**src/rtl/graphics_pkg.sv**
```systemverilog
// rtl/graphics_pkg.sv - shared screen constants, accumulator widths and tracker states
package graphics_pkg;

  localparam int SCREEN_W = 640;
  localparam int SCREEN_H = 480;

  localparam int CNT_W  = 19;
  localparam int SUMX_W = 29;
  localparam int SUMY_W = 28;
  localparam int DIV_W  = 29;

  typedef enum logic [2:0] {
    ST_IDLE,
    ST_DIV_X,
    ST_DIV_Y,
    ST_FILTER,
    ST_UPDATE
  } state_t;

  // Quotient to a 12-bit signed coordinate; anything beyond 11 bits saturates high
  function automatic logic signed [11:0] quot_to_s12(input logic [DIV_W-1:0] q);
    if (|q[DIV_W-1:11]) return 12'sh7ff;
    return $signed({1'b0, q[10:0]});
  endfunction

endpackage

```
**src/rtl/motion_centroid_tracker_if.sv**
```systemverilog
// rtl/motion_centroid_tracker_if.sv - pixel stream in, sprite position out
interface motion_centroid_tracker_if;

  logic       enable;
  logic [9:0] iVGA_X;
  logic [8:0] iVGA_Y;
  logic       iVal;
  logic       iMotion;
  logic       iFrameEnd;
  logic [9:0] oTopLeft_X;
  logic [8:0] oTopLeft_Y;
  logic       oUpdate;
  logic       oTracking;
  logic       oBusy;
  logic       oDropped;

  modport master (
    output enable, iVGA_X, iVGA_Y, iVal, iMotion, iFrameEnd,
    input  oTopLeft_X, oTopLeft_Y, oUpdate, oTracking, oBusy, oDropped
  );

  modport slave (
    input  enable, iVGA_X, iVGA_Y, iVal, iMotion, iFrameEnd,
    output oTopLeft_X, oTopLeft_Y, oUpdate, oTracking, oBusy, oDropped
  );

endinterface

```
**src/rtl/serial_udiv.sv**
```systemverilog
// rtl/serial_udiv.sv - fixed-latency restoring unsigned divider, one quotient bit per clock
module serial_udiv #(
  parameter int W = 29
) (
  input  logic         clk,
  input  logic         reset,
  input  logic         start,
  input  logic [W-1:0] dividend,
  input  logic [W-1:0] divisor,
  output logic         done,
  output logic [W-1:0] quotient
);

  localparam int CW = $clog2(W + 1);

  logic [W:0]    r_rem;
  logic [W-1:0]  r_q;
  logic [CW-1:0] r_cnt;
  logic [W:0]    w_rem_in, w_shift, w_rem_nx;
  logic [W-1:0]  w_q_in, w_q_nx;
  logic          w_ge;

  // One restoring step; start feeds the fresh dividend so the first bit resolves on the start edge
  always_comb begin
    w_rem_in = start ? '0 : r_rem;
    w_q_in   = start ? dividend : r_q;
    w_shift  = {w_rem_in[W-1:0], w_q_in[W-1]};
    w_ge     = (w_shift >= {1'b0, divisor});
    w_rem_nx = w_ge ? (w_shift - {1'b0, divisor}) : w_shift;
    w_q_nx   = {w_q_in[W-2:0], w_ge};
  end

  // Quotient bits shift in where dividend bits shift out; r_cnt counts the remaining steps
  always_ff @(posedge clk or posedge reset) begin
    if (reset) begin
      r_rem <= '0;
      r_q   <= '0;
      r_cnt <= '0;
    end else if (start) begin
      r_rem <= w_rem_nx;
      r_q   <= w_q_nx;
      r_cnt <= CW'(W - 1);
    end else if (r_cnt != '0) begin
      r_rem <= w_rem_nx;
      r_q   <= w_q_nx;
      r_cnt <= r_cnt - 1'b1;
    end
  end

  assign done     = (r_cnt == CW'(1));
  assign quotient = r_q;

endmodule

```
**src/rtl/motion_centroid_tracker.sv**
```systemverilog
// rtl/motion_centroid_tracker.sv - per-frame motion centroid to clamped, smoothed sprite top-left
module motion_centroid_tracker
  import graphics_pkg::*;
#(
  parameter int SPRITE_W     = 110,
  parameter int SPRITE_H     = 220,
  parameter int INIT_X       = 265,
  parameter int INIT_Y       = 130,
  parameter int MIN_PIXELS   = 64,
  parameter int LOST_FRAMES  = 8,
  parameter int SMOOTH_SHIFT = 0
) (
  input  logic                     clk,
  input  logic                     reset,
  motion_centroid_tracker_if.slave bus
);

  localparam int LOST_W = $clog2(LOST_FRAMES + 1);
  localparam logic signed [11:0] X_MAX  = 12'(SCREEN_W - SPRITE_W);
  localparam logic signed [11:0] Y_MAX  = 12'(SCREEN_H - SPRITE_H);
  localparam logic signed [11:0] HALF_W = 12'(SPRITE_W / 2);
  localparam logic signed [11:0] HALF_H = 12'(SPRITE_H / 2);

  state_t              r_state, w_next;
  logic                w_pix, w_fe, w_valid, w_go_home;
  logic [CNT_W-1:0]    r_cnt, r_snap_cnt;
  logic [SUMX_W-1:0]   r_sum_x, r_snap_x;
  logic [SUMY_W-1:0]   r_sum_y, r_snap_y;
  logic [LOST_W-1:0]   r_lost;
  logic                r_div_start, w_div_done;
  logic [DIV_W-1:0]    w_dividend, w_divisor, w_quot;
  logic signed [11:0]  r_cx, w_cy, w_tx, w_ty, w_cl_x, w_cl_y, w_base_x, w_base_y;
  logic [9:0]          r_new_x, r_top_x, w_fx;
  logic [8:0]          r_new_y, r_top_y, w_fy;
  logic                r_new_trk, r_pub, r_trk, r_upd, r_drop;

  assign w_pix     = bus.enable & bus.iVal & bus.iMotion;
  assign w_fe      = bus.enable & bus.iFrameEnd;
  assign w_valid   = (r_cnt >= CNT_W'(MIN_PIXELS));
  assign w_go_home = (r_lost == LOST_W'(LOST_FRAMES - 1));

  // Live accumulators; a frame end restarts them, and a pixel on that same edge opens the new frame
  always_ff @(posedge clk or posedge reset) begin
    if (reset) begin
      r_cnt   <= '0;
      r_sum_x <= '0;
      r_sum_y <= '0;
    end else begin
      r_cnt   <= (w_fe ? '0 : r_cnt) + CNT_W'(w_pix);
      r_sum_x <= (w_fe ? '0 : r_sum_x) + (w_pix ? SUMX_W'(bus.iVGA_X) : '0);
      r_sum_y <= (w_fe ? '0 : r_sum_y) + (w_pix ? SUMY_W'(bus.iVGA_Y) : '0);
    end
  end

  // State register
  always_ff @(posedge clk or posedge reset) begin
    if (reset) r_state <= ST_IDLE;
    else       r_state <= w_next;
  end

  // Next state; frames too sparse to track take a single UPDATE cycle that may or may not publish
  always_comb begin
    w_next = r_state;
    unique case (r_state)
      ST_IDLE:   if (w_fe) w_next = w_valid ? ST_DIV_X : ST_UPDATE;
      ST_DIV_X:  if (w_div_done) w_next = ST_DIV_Y;
      ST_DIV_Y:  if (w_div_done) w_next = ST_FILTER;
      ST_FILTER: w_next = ST_UPDATE;
      default:   w_next = ST_IDLE;
    endcase
  end

  assign w_dividend = (r_state == ST_DIV_Y) ? DIV_W'(r_snap_y) : DIV_W'(r_snap_x);
  assign w_divisor  = DIV_W'(r_snap_cnt);

  serial_udiv #(.W(DIV_W)) u_div (
    .clk      (clk),
    .reset    (reset),
    .start    (r_div_start),
    .dividend (w_dividend),
    .divisor  (w_divisor),
    .done     (w_div_done),
    .quotient (w_quot)
  );

  // Centroid to top-left, clamp to the screen, then move a 2^-SMOOTH_SHIFT fraction toward it
  always_comb begin
    w_cy     = quot_to_s12(w_quot);
    w_tx     = r_cx - HALF_W;
    w_ty     = w_cy - HALF_H;
    w_cl_x   = (w_tx < 0) ? 12'sd0 : ((w_tx > X_MAX) ? X_MAX : w_tx);
    w_cl_y   = (w_ty < 0) ? 12'sd0 : ((w_ty > Y_MAX) ? Y_MAX : w_ty);
    w_base_x = $signed({2'b00, r_top_x});
    w_base_y = $signed({3'b000, r_top_y});
    w_fx     = 10'(w_base_x + ((w_cl_x - w_base_x) >>> SMOOTH_SHIFT));
    w_fy     = 9'(w_base_y + ((w_cl_y - w_base_y) >>> SMOOTH_SHIFT));
  end

  // Snapshot, divider sequencing, loss counting and the once-per-frame publish
  always_ff @(posedge clk or posedge reset) begin
    if (reset) begin
      r_snap_cnt  <= '0;
      r_snap_x    <= '0;
      r_snap_y    <= '0;
      r_lost      <= '0;
      r_div_start <= 1'b0;
      r_cx        <= '0;
      r_new_x     <= 10'(INIT_X);
      r_new_y     <= 9'(INIT_Y);
      r_new_trk   <= 1'b0;
      r_pub       <= 1'b0;
      r_top_x     <= 10'(INIT_X);
      r_top_y     <= 9'(INIT_Y);
      r_trk       <= 1'b0;
      r_upd       <= 1'b0;
      r_drop      <= 1'b0;
    end else begin
      r_div_start <= 1'b0;
      r_upd       <= 1'b0;
      r_drop      <= w_fe && (r_state != ST_IDLE);
      unique case (r_state)
        ST_IDLE: if (w_fe) begin
          r_snap_cnt <= r_cnt;
          r_snap_x   <= r_sum_x;
          r_snap_y   <= r_sum_y;
          if (w_valid) begin
            r_div_start <= 1'b1;
          end else begin
            r_pub     <= w_go_home;
            r_new_x   <= 10'(INIT_X);
            r_new_y   <= 9'(INIT_Y);
            r_new_trk <= 1'b0;
            if (r_lost != LOST_W'(LOST_FRAMES)) r_lost <= r_lost + 1'b1;
          end
        end
        ST_DIV_X: if (w_div_done) r_div_start <= 1'b1;
        ST_DIV_Y: if (r_div_start) r_cx <= quot_to_s12(w_quot);
        ST_FILTER: begin
          r_new_x   <= w_fx;
          r_new_y   <= w_fy;
          r_new_trk <= 1'b1;
          r_pub     <= 1'b1;
        end
        default: if (r_pub) begin
          r_top_x <= r_new_x;
          r_top_y <= r_new_y;
          r_trk   <= r_new_trk;
          r_upd   <= 1'b1;
          if (r_new_trk) r_lost <= '0;
        end
      endcase
    end
  end

  assign bus.oTopLeft_X = r_top_x;
  assign bus.oTopLeft_Y = r_top_y;
  assign bus.oUpdate    = r_upd;
  assign bus.oTracking  = r_trk;
  assign bus.oBusy      = (r_state != ST_IDLE);
  assign bus.oDropped   = r_drop;

endmodule

```
**src/flat_wrapper.sv**
```systemverilog
// flat-port wrapper written by rule: the top's interface ports become plain ports
module motion_centroid_tracker_flat import graphics_pkg::*;
#(
  parameter int SPRITE_W     = 110,
  parameter int SPRITE_H     = 220,
  parameter int INIT_X       = 265,
  parameter int INIT_Y       = 130,
  parameter int MIN_PIXELS   = 64,
  parameter int LOST_FRAMES  = 8,
  parameter int SMOOTH_SHIFT = 0
)
  (clk, reset, bus_enable, bus_iVGA_X, bus_iVGA_Y, bus_iVal, bus_iMotion, bus_iFrameEnd, bus_oTopLeft_X, bus_oTopLeft_Y, bus_oUpdate, bus_oTracking, bus_oBusy, bus_oDropped);
  motion_centroid_tracker_if bus_i ();
  input  logic clk;
  input  logic reset;
  input wire logic [$bits(bus_i.enable)-1:0] bus_enable;
  input wire logic [$bits(bus_i.iVGA_X)-1:0] bus_iVGA_X;
  input wire logic [$bits(bus_i.iVGA_Y)-1:0] bus_iVGA_Y;
  input wire logic [$bits(bus_i.iVal)-1:0] bus_iVal;
  input wire logic [$bits(bus_i.iMotion)-1:0] bus_iMotion;
  input wire logic [$bits(bus_i.iFrameEnd)-1:0] bus_iFrameEnd;
  output wire logic [$bits(bus_i.oTopLeft_X)-1:0] bus_oTopLeft_X;
  output wire logic [$bits(bus_i.oTopLeft_Y)-1:0] bus_oTopLeft_Y;
  output wire logic [$bits(bus_i.oUpdate)-1:0] bus_oUpdate;
  output wire logic [$bits(bus_i.oTracking)-1:0] bus_oTracking;
  output wire logic [$bits(bus_i.oBusy)-1:0] bus_oBusy;
  output wire logic [$bits(bus_i.oDropped)-1:0] bus_oDropped;
  assign bus_i.enable = bus_enable;
  assign bus_i.iVGA_X = bus_iVGA_X;
  assign bus_i.iVGA_Y = bus_iVGA_Y;
  assign bus_i.iVal = bus_iVal;
  assign bus_i.iMotion = bus_iMotion;
  assign bus_i.iFrameEnd = bus_iFrameEnd;
  assign bus_oTopLeft_X = bus_i.oTopLeft_X;
  assign bus_oTopLeft_Y = bus_i.oTopLeft_Y;
  assign bus_oUpdate = bus_i.oUpdate;
  assign bus_oTracking = bus_i.oTracking;
  assign bus_oBusy = bus_i.oBusy;
  assign bus_oDropped = bus_i.oDropped;
  motion_centroid_tracker #(.SPRITE_W(SPRITE_W), .SPRITE_H(SPRITE_H), .INIT_X(INIT_X), .INIT_Y(INIT_Y), .MIN_PIXELS(MIN_PIXELS), .LOST_FRAMES(LOST_FRAMES), .SMOOTH_SHIFT(SMOOTH_SHIFT)) u_core (.clk(clk), .reset(reset), .bus(bus_i));
endmodule
```
**config.mk**
```make
export PLATFORM = sky130hd
export DESIGN_NAME = motion_centroid_tracker_flat
export DESIGN_NICKNAME = d
export VERILOG_FILES = /design/src/rtl/graphics_pkg.sv /design/src/rtl/motion_centroid_tracker_if.sv /design/src/rtl/serial_udiv.sv /design/src/rtl/motion_centroid_tracker.sv /design/src/flat_wrapper.sv
export SDC_FILE = /design/constraint.sdc
export NUM_CORES = 1
export LEC_CHECK = 0
export BUFFER_PORTS_ARGS = -buffer_cell sky130_fd_sc_hd__buf_2
export CAP_MARGIN = 20
export CORE_MARGIN = 2
export CORE_UTILIZATION = 57
export DETAILED_ROUTE_END_ITERATION = 10
export GPL_ROUTABILITY_DRIVEN = 0
export PLACE_DENSITY = 0.73
export RECOVER_POWER = 50
export SETUP_SLACK_MARGIN = 0.15
export SKIP_CTS_REPAIR_TIMING = 1
export SYNTH_ARGS = -nofsm -noshare
export SYNTH_HDL_FRONTEND = slang
export SYNTH_SLANG_ARGS = --single-unit
```
**constraint.sdc**
```tcl
create_clock -name clk -period 9.1 [get_ports clk]
set_input_delay 1.82 -clock clk [delete_from_list [all_inputs] [get_ports clk]]
set_output_delay 1.82 -clock clk [all_outputs]
set_load 0.05 [all_outputs]
```
After elaboration in Yosys (flattened, before gate mapping)

Cells that the tools add are included.

Logic and storage cells: 127
Output and inout port bits: 23
Bits in registers: 278
Input bits: 25

Mux-type cells: 54
Add/sub/neg operators: 12
$lt $le $gt $ge: 6
Bitwise logic cells: 5
Equality and inequality tests: 11
Reduce and logical (&&, ||, !) cells: 17

Operators by type and width:

| cell                                                               | count |
|---|---|
| 2-to-1 mux 29 bit                                                  | 9 |
| 2-to-1 mux 10 bit                                                  | 5 |
| 2-to-1 mux 9 bit                                                   | 5 |
| 2-to-1 mux 12 bit                                                  | 3 |
| greater-or-equal comparator 30 x 19 -> 1 bit                       | 1 |
| adder 29 bit                                                       | 1 |
| subtractor 29 x 19 -> 29 bit                                       | 1 |
| adder 28 bit                                                       | 1 |
| 2-to-1 mux 28 bit                                                  | 1 |
| less-than comparator 12 x 1 -> 1 bit, second input constant        | 2 |
| 2-to-1 mux 4 bit                                                   | 5 |
| one-hot mux 10 bit (2 select lines)                                | 1 |
| adder 19 x 1 -> 19 bit                                             | 1 |
| greater-or-equal comparator 19 x 7 -> 1 bit, second input constant | 1 |
| 2-to-1 mux 19 bit                                                  | 1 |
| one-hot mux 9 bit (2 select lines)                                 | 1 |
| OR reduction 18 bit                                                | 1 |
| > comparator 12 x 10 -> 1 bit, second input constant               | 1 |
| > comparator 12 x 11 -> 1 bit, second input constant               | 1 |
| 2-to-1 mux 1 bit                                                   | 12 |
| 2-to-1 mux 3 bit                                                   | 4 |
| one-hot mux 3 bit (4 select lines)                                 | 1 |
| subtractor 12 x 7 -> 12 bit, second input constant                 | 1 |
| subtractor 12 x 8 -> 12 bit, second input constant                 | 1 |
| 28 further kinds                                                   | 44 |

Depth between registers and ports, before layout

Depth after elaboration: 10
Depth in mapped cells: 25
Gate-level depth less buffers: 25

Modules after synthesis

A second synthesis with hierarchy kept.

Cell total of the unflattened synthesis: 1876
Area total of the unflattened synthesis: 16598.4 um^2

Modules (own cells, without submodules):

| module                  | sequential area each (um^2) | area an instance (um^2) | cells an instance | times used |
|---|---|---|---|---|
| motion_centroid_tracker | 5367.6                      | 11793.8                 | 1295              | 1 |
| serial_udiv             | 1576.5                      | 4804.6                  | 581               | 1 |

Worst setup path after synthesis

OpenSTA, ideal clock, no wires.

Path kind: in2reg
From: input bus_iFrameEnd
To: register u_core.r_sum_x[24]
Stages: 16
Slack: 4.452 ns
Library setup time: 0.132 ns
Data required time: 8.968 ns
Arrival time: 4.516 ns
Path buffers: 2
Cell sequence: nand2_1 clkbuf_1 clkbuf_1 and2_1 ha_1 inv_1 fa_1 nor2b_1 o21ai_0 a21boi_0 o21ai_0 a21oi_1 a21oi_2 nor3_1 xnor2_1 nor2_1

Cells in the longest elaborated chain, start to end: 3

RTL lines:

| element              | line                          | source |
|---|---|---|
| from (decl)          | flat_wrapper.sv:21            | `input wire logic [$bits(bus_i.iFrameEnd)-1:0] bus_iFrameEnd;` |
| AND 1 bit            | motion_centroid_tracker.sv:38 | `assign w_fe = bus.enable & bus.iFrameEnd;` |
| 2-to-1 mux 29 bit    | motion_centroid_tracker.sv:50 | `r_sum_x <= (w_fe ? '0 : r_sum_x) + (w_pix ? SUMX_W'(bus.iVGA_X) : '0);` |
| adder 29 bit         | motion_centroid_tracker.sv:50 |  |
| to (signal assigned) | motion_centroid_tracker.sv:50 |  |
| to (decl)            | motion_centroid_tracker.sv:27 | `logic [SUMX_W-1:0] r_sum_x, r_snap_x;` |

No other way between the ends.
A chain may end at the register's enable or synchronous reset.

Worst setup path after layout

From: register u_core.r_state[0]
To: register u_core.u_div.r_rem[9]

Cells in the longest elaborated chain, start to end: 7
Elaborated cells between the ends (all ways): 8
Those cells by class: 1 x add/sub; 1 x order compare; 1 x eq/ne; 5 x mux

RTL lines:

| element                                                                                      | line                                 | source |
|---|---|---|
| from (decl)                                                                                  | motion_centroid_tracker.sv:24        | `state_t r_state, w_next;` |
| from (signal assigned)                                                                       | motion_centroid_tracker.sv:58        | `else r_state <= w_next;` |
| == test 3 x 2 -> 1 bit *                                                                     | motion_centroid_tracker.sv:73        | `assign w_dividend = (r_state == ST_DIV_Y) ? DIV_W'(r_snap_y) : DIV_W'(r_snap_x);` |
| 2-to-1 mux 29 bit *                                                                          | motion_centroid_tracker.sv:73        |  |
| 2-to-1 mux 29 bit *                                                                          | serial_udiv.sv:26                    | `w_q_in = start ? dividend : r_q;` |
| subtractor 29 x 19 -> 29 bit or greater-or-equal comparator 30 x 19 -> 1 bit (tied branches) | serial_udiv.sv:29, serial_udiv.sv:28 |  |
| 2-to-1 mux 29 bit *                                                                          | serial_udiv.sv:29                    | `w_rem_nx = w_ge ? (w_shift - {1'b0, divisor}) : w_shift;` |
| 2-to-1 mux 29 bit                                                                            | serial_udiv.sv:43                    | `end else if (r_cnt != '0) begin` |
| 2-to-1 mux 29 bit *                                                                          | serial_udiv.sv:39                    | `end else if (start) begin` |
| to (signal assigned)                                                                         | serial_udiv.sv:40                    | `r_rem <= w_rem_nx;` |
| to (signal assigned)                                                                         | serial_udiv.sv:44                    | `r_rem <= w_rem_nx;` |
| to (decl)                                                                                    | serial_udiv.sv:16                    | `logic [W:0] r_rem;` |

Every way passes the cells marked *; elsewhere a longest branch is shown, timed or not. The select of a mux whose other input is x is not followed.

==> reports/metrics.cfg <==
[run_status]
status = finished, violations left
violations = max-capacitance violations, max-slew violations

[cells_and_area]
layout-drive-gt1-share_pct = 12.07
syn2layout_area_growth_pct = 9.537
final_core_util_pct = 63.61
antenna_cells = 0
nets = 1796
design_area_um2 = 17140

[sta]
worstMarginPinSlew_ns = 2.408
finalSetupViolCount = 0
finalCritPeriodShare_pct = 63.54
fin_crit_ns = 5.782
max_freq_mhz = 173.0
grt_setup_unrepaired = false
slew_headroom_pct = -60.52
fin_tns_setup_ns = 0
finalHoldViolations = 0
clock-skew-final_ns = 0.01134
final_max_slew_viol_count = 203

[die]
fp.dieH_um = 169.7
core-area_um2 = 26950
row_count = 60
die-area_um2 = 28800
start_util_pct = 58.07
die_width_um = 169.7
io_pins = 48

[synthesis]
dominantRegCellSynth = dfrtp_1
syn-num-nets = 1769
syn_avg_cell_area_um2 = 9.491
yosysMostFrequentCell = dfrtp_1
synth_top_area_share_pct = 42.69
ys_seq_area_share_pct = 44.37
ys_ff_latch = 277
synthCells = 1649
synth_largest_area_cell = dfrtp_1
ys_warn_count = 0
synth.area.top_cells = dfrtp_1 43%, ha_1 7.2%, mux2_2 5.9%
synth_common_cells = 267 x dfrtp_1, 169 x nand2_1, 169 x nor2_1
synth.distinct_cells = 60
netlist_area_um2 = 15650
synthArstFlopShare_pct = 100.0
synth_edf_count = 0

[pwr]
powerDensity_nw_per_um2 = 212.2
peakVddDrop_mv = 0.1270
leakage_nw = 7.911

[clock_network]
path_clk_slew_ns = 0.06
h-tree-depth = 1
cts_made_buffers = 30
cts_root_buffer = clkbuf_16
clock-sinks = 277
clockBufferDepth = 3
cts_tree = yes
worstSkewPairLatency_ns = 0.56

[worst_setup_path]
cp-end-kind = register
r2r_cells = 16
critPathLaunchType = register
r2r-end = u_core.u_div.r_rem[9]
worstPathRequired_ns = 9.57
arrival_ns = 6.25
r2r-start = u_core.r_state[0]
worstSetupPathType = reg -> reg
critPathMaxFanout = 30
rrSetupSlack_ns = 3.32

[run]
cap_violations = 5

[routing]
vias_per_cell = 5.752
drtIter0Drc = 745
vias = 11729
drtAntennaViolNets = 0
routed_wl_um = 32550
dr.pass1.iters = 5
drc = 0
wire_per_inst_um = 15.97

[global_route]
overflow = 0
track_usage_pct = 23.38
grt_pass1_vias = 11295
grt_start_max_net_pins = 134
grt_pass1_wl_um = 55830
antenna_found_initial = 0

[place]
hpwl_um = 22600
port_buffers = 47
place_area_um2 = 16190

[min_path]
hold_path.class = reg -> reg
hold_depth = 1
min-delay-start = u_core.u_div.r_rem[13]
holdPathEnd = u_core.u_div.r_rem[13]

metal layers:
metal | global-route usage, % | vias to the layer above | wire (um)
met5 | 0 | - | 0
met2 | 36.50 | 219 | 14590
met1 | 34.72 | 5713 | 15900
met3 | 3.125 | 49 | 1424
met4 | 5.760 | 0 | 640
li1 | - | 5748 | -
cells by family after synthesis:
group	after synthesis	synth area share (%)
xor+xnor	111	6.212
buf+inv	140	3.406
fa+ha+maj	95	7.834
mux	114	7.946
compound gates	349	13.25
simple gates	563	16.99
flops	277	44.37
flip-flops by register name (all words and copies together) (netlist names), 11 cells and up:
register               flops
u_core.r_sum_x            29
u_core.r_cnt              19
u_core.r_snap_x           29
u_core.r_sum_y            28
u_core.u_div.quotient     29
u_core.u_div.r_rem        29
u_core.r_snap_cnt         19
u_core.r_snap_y           28
u_core.r_cx               11
placed cells by master, fill, tap and decap left out, types with 15 or more instances in the layout:
cell type / synthesis / final
nor2_1: 169 / 167
ha_1: 90 / 90
clkbuf_16: 0 / 31
inv_1: 72 / 72
nand2_1: 169 / 168
and2_1: 42 / 38
a21oi_1: 106 / 106
nand3_1: 27 / 27
a21o_1: 22 / 22
nor2b_1: 31 / 31
clkbuf_1: 49 / 36
or2_2: 16 / 16
dfrtp_1: 267 / 266
o21ai_0: 119 / 119
xnor2_1: 50 / 50
buf_2: 6 / 24
mux2_2: 82 / 82
mux2i_1: 32 / 32
and3_1: 15 / 15
xor2_1: 61 / 61
nor3_1: 28 / 28
area by class of cell:
| cell class | count | area (um^2) |
|---|---|---|
| Clock inverter | 7 | 77.57 |
| Timing Repair Buffer | 60 | 297.8 |
| Clock buffer | 47 | 915.9 |
| Sequential cell | 277 | 6945 |
| Multi-Input combinational cell | 1232 | 8198 |
| Tap cell | 341 | 426.7 |
| Fill cell | 2205 | 9807 |
| Inverter | 75 | 282.8 |
report_power, final:
group,switching [mW],internal (mW)
clock network,0.492,0.717
logic,0.538,0.419
registers,0.106,1.37
worst max-delay path by stage:
stage / start / endpoint / slack (ns) / cells after the start
after floorplan: reset / u_core.bus.oDropped / 3.62 / 1
after global placement: bus_enable / u_core.r_sum_y[15] / 3.92 / 14
after detailed placement: bus_enable / u_core.r_sum_y[15] / 3.78 / 14
after CTS: u_core.u_div.quotient[24] / u_core.r_new_y[8] / 3.92 / 21
after global routing: u_core.r_state[0] / u_core.u_div.r_rem[9] / 2.75 / 16
final: u_core.r_state[0] / u_core.u_div.r_rem[9] / 3.32 / 16
critical path, stage by stage (launching register included):
cell and delay [ns]:
dfrtp_1 0.42, nand2b_1 0.22, nor2_4 0.10, clkbuf_1 1.66, nor2_1 0.13, a21oi_1 0.41
ha_1 0.27, fa_1 0.19, nor2b_1 0.06, o21ai_1 0.17, a21oi_1 0.14, o21ai_1 0.19
a31oi_2 0.19, nand2b_1 0.61, nor2_1 0.58, a22oi_1 0.13, o22ai_1 0.19
metrics by stage:
| step | setup slack, ns | instances | power (mW) | hold slack, ns |
|---|---|---|---|---|
| after floorplan | 3.623 | 1649 | 2.250 | 0.4415 |
| after global placement | 3.922 | 1983 | 2.417 | 0.4561 |
| after detailed placement | 3.781 | 1983 | 2.440 | 0.4575 |
| after CTS | 3.921 | 2037 | 3.665 | 0.4713 |
| after global routing | 2.751 | 2039 | 3.861 | 0.4771 |
| final | 3.318 | 2039 | 3.638 | 0.4703 |
No activity file was read; power rests on OpenSTA's default activity.
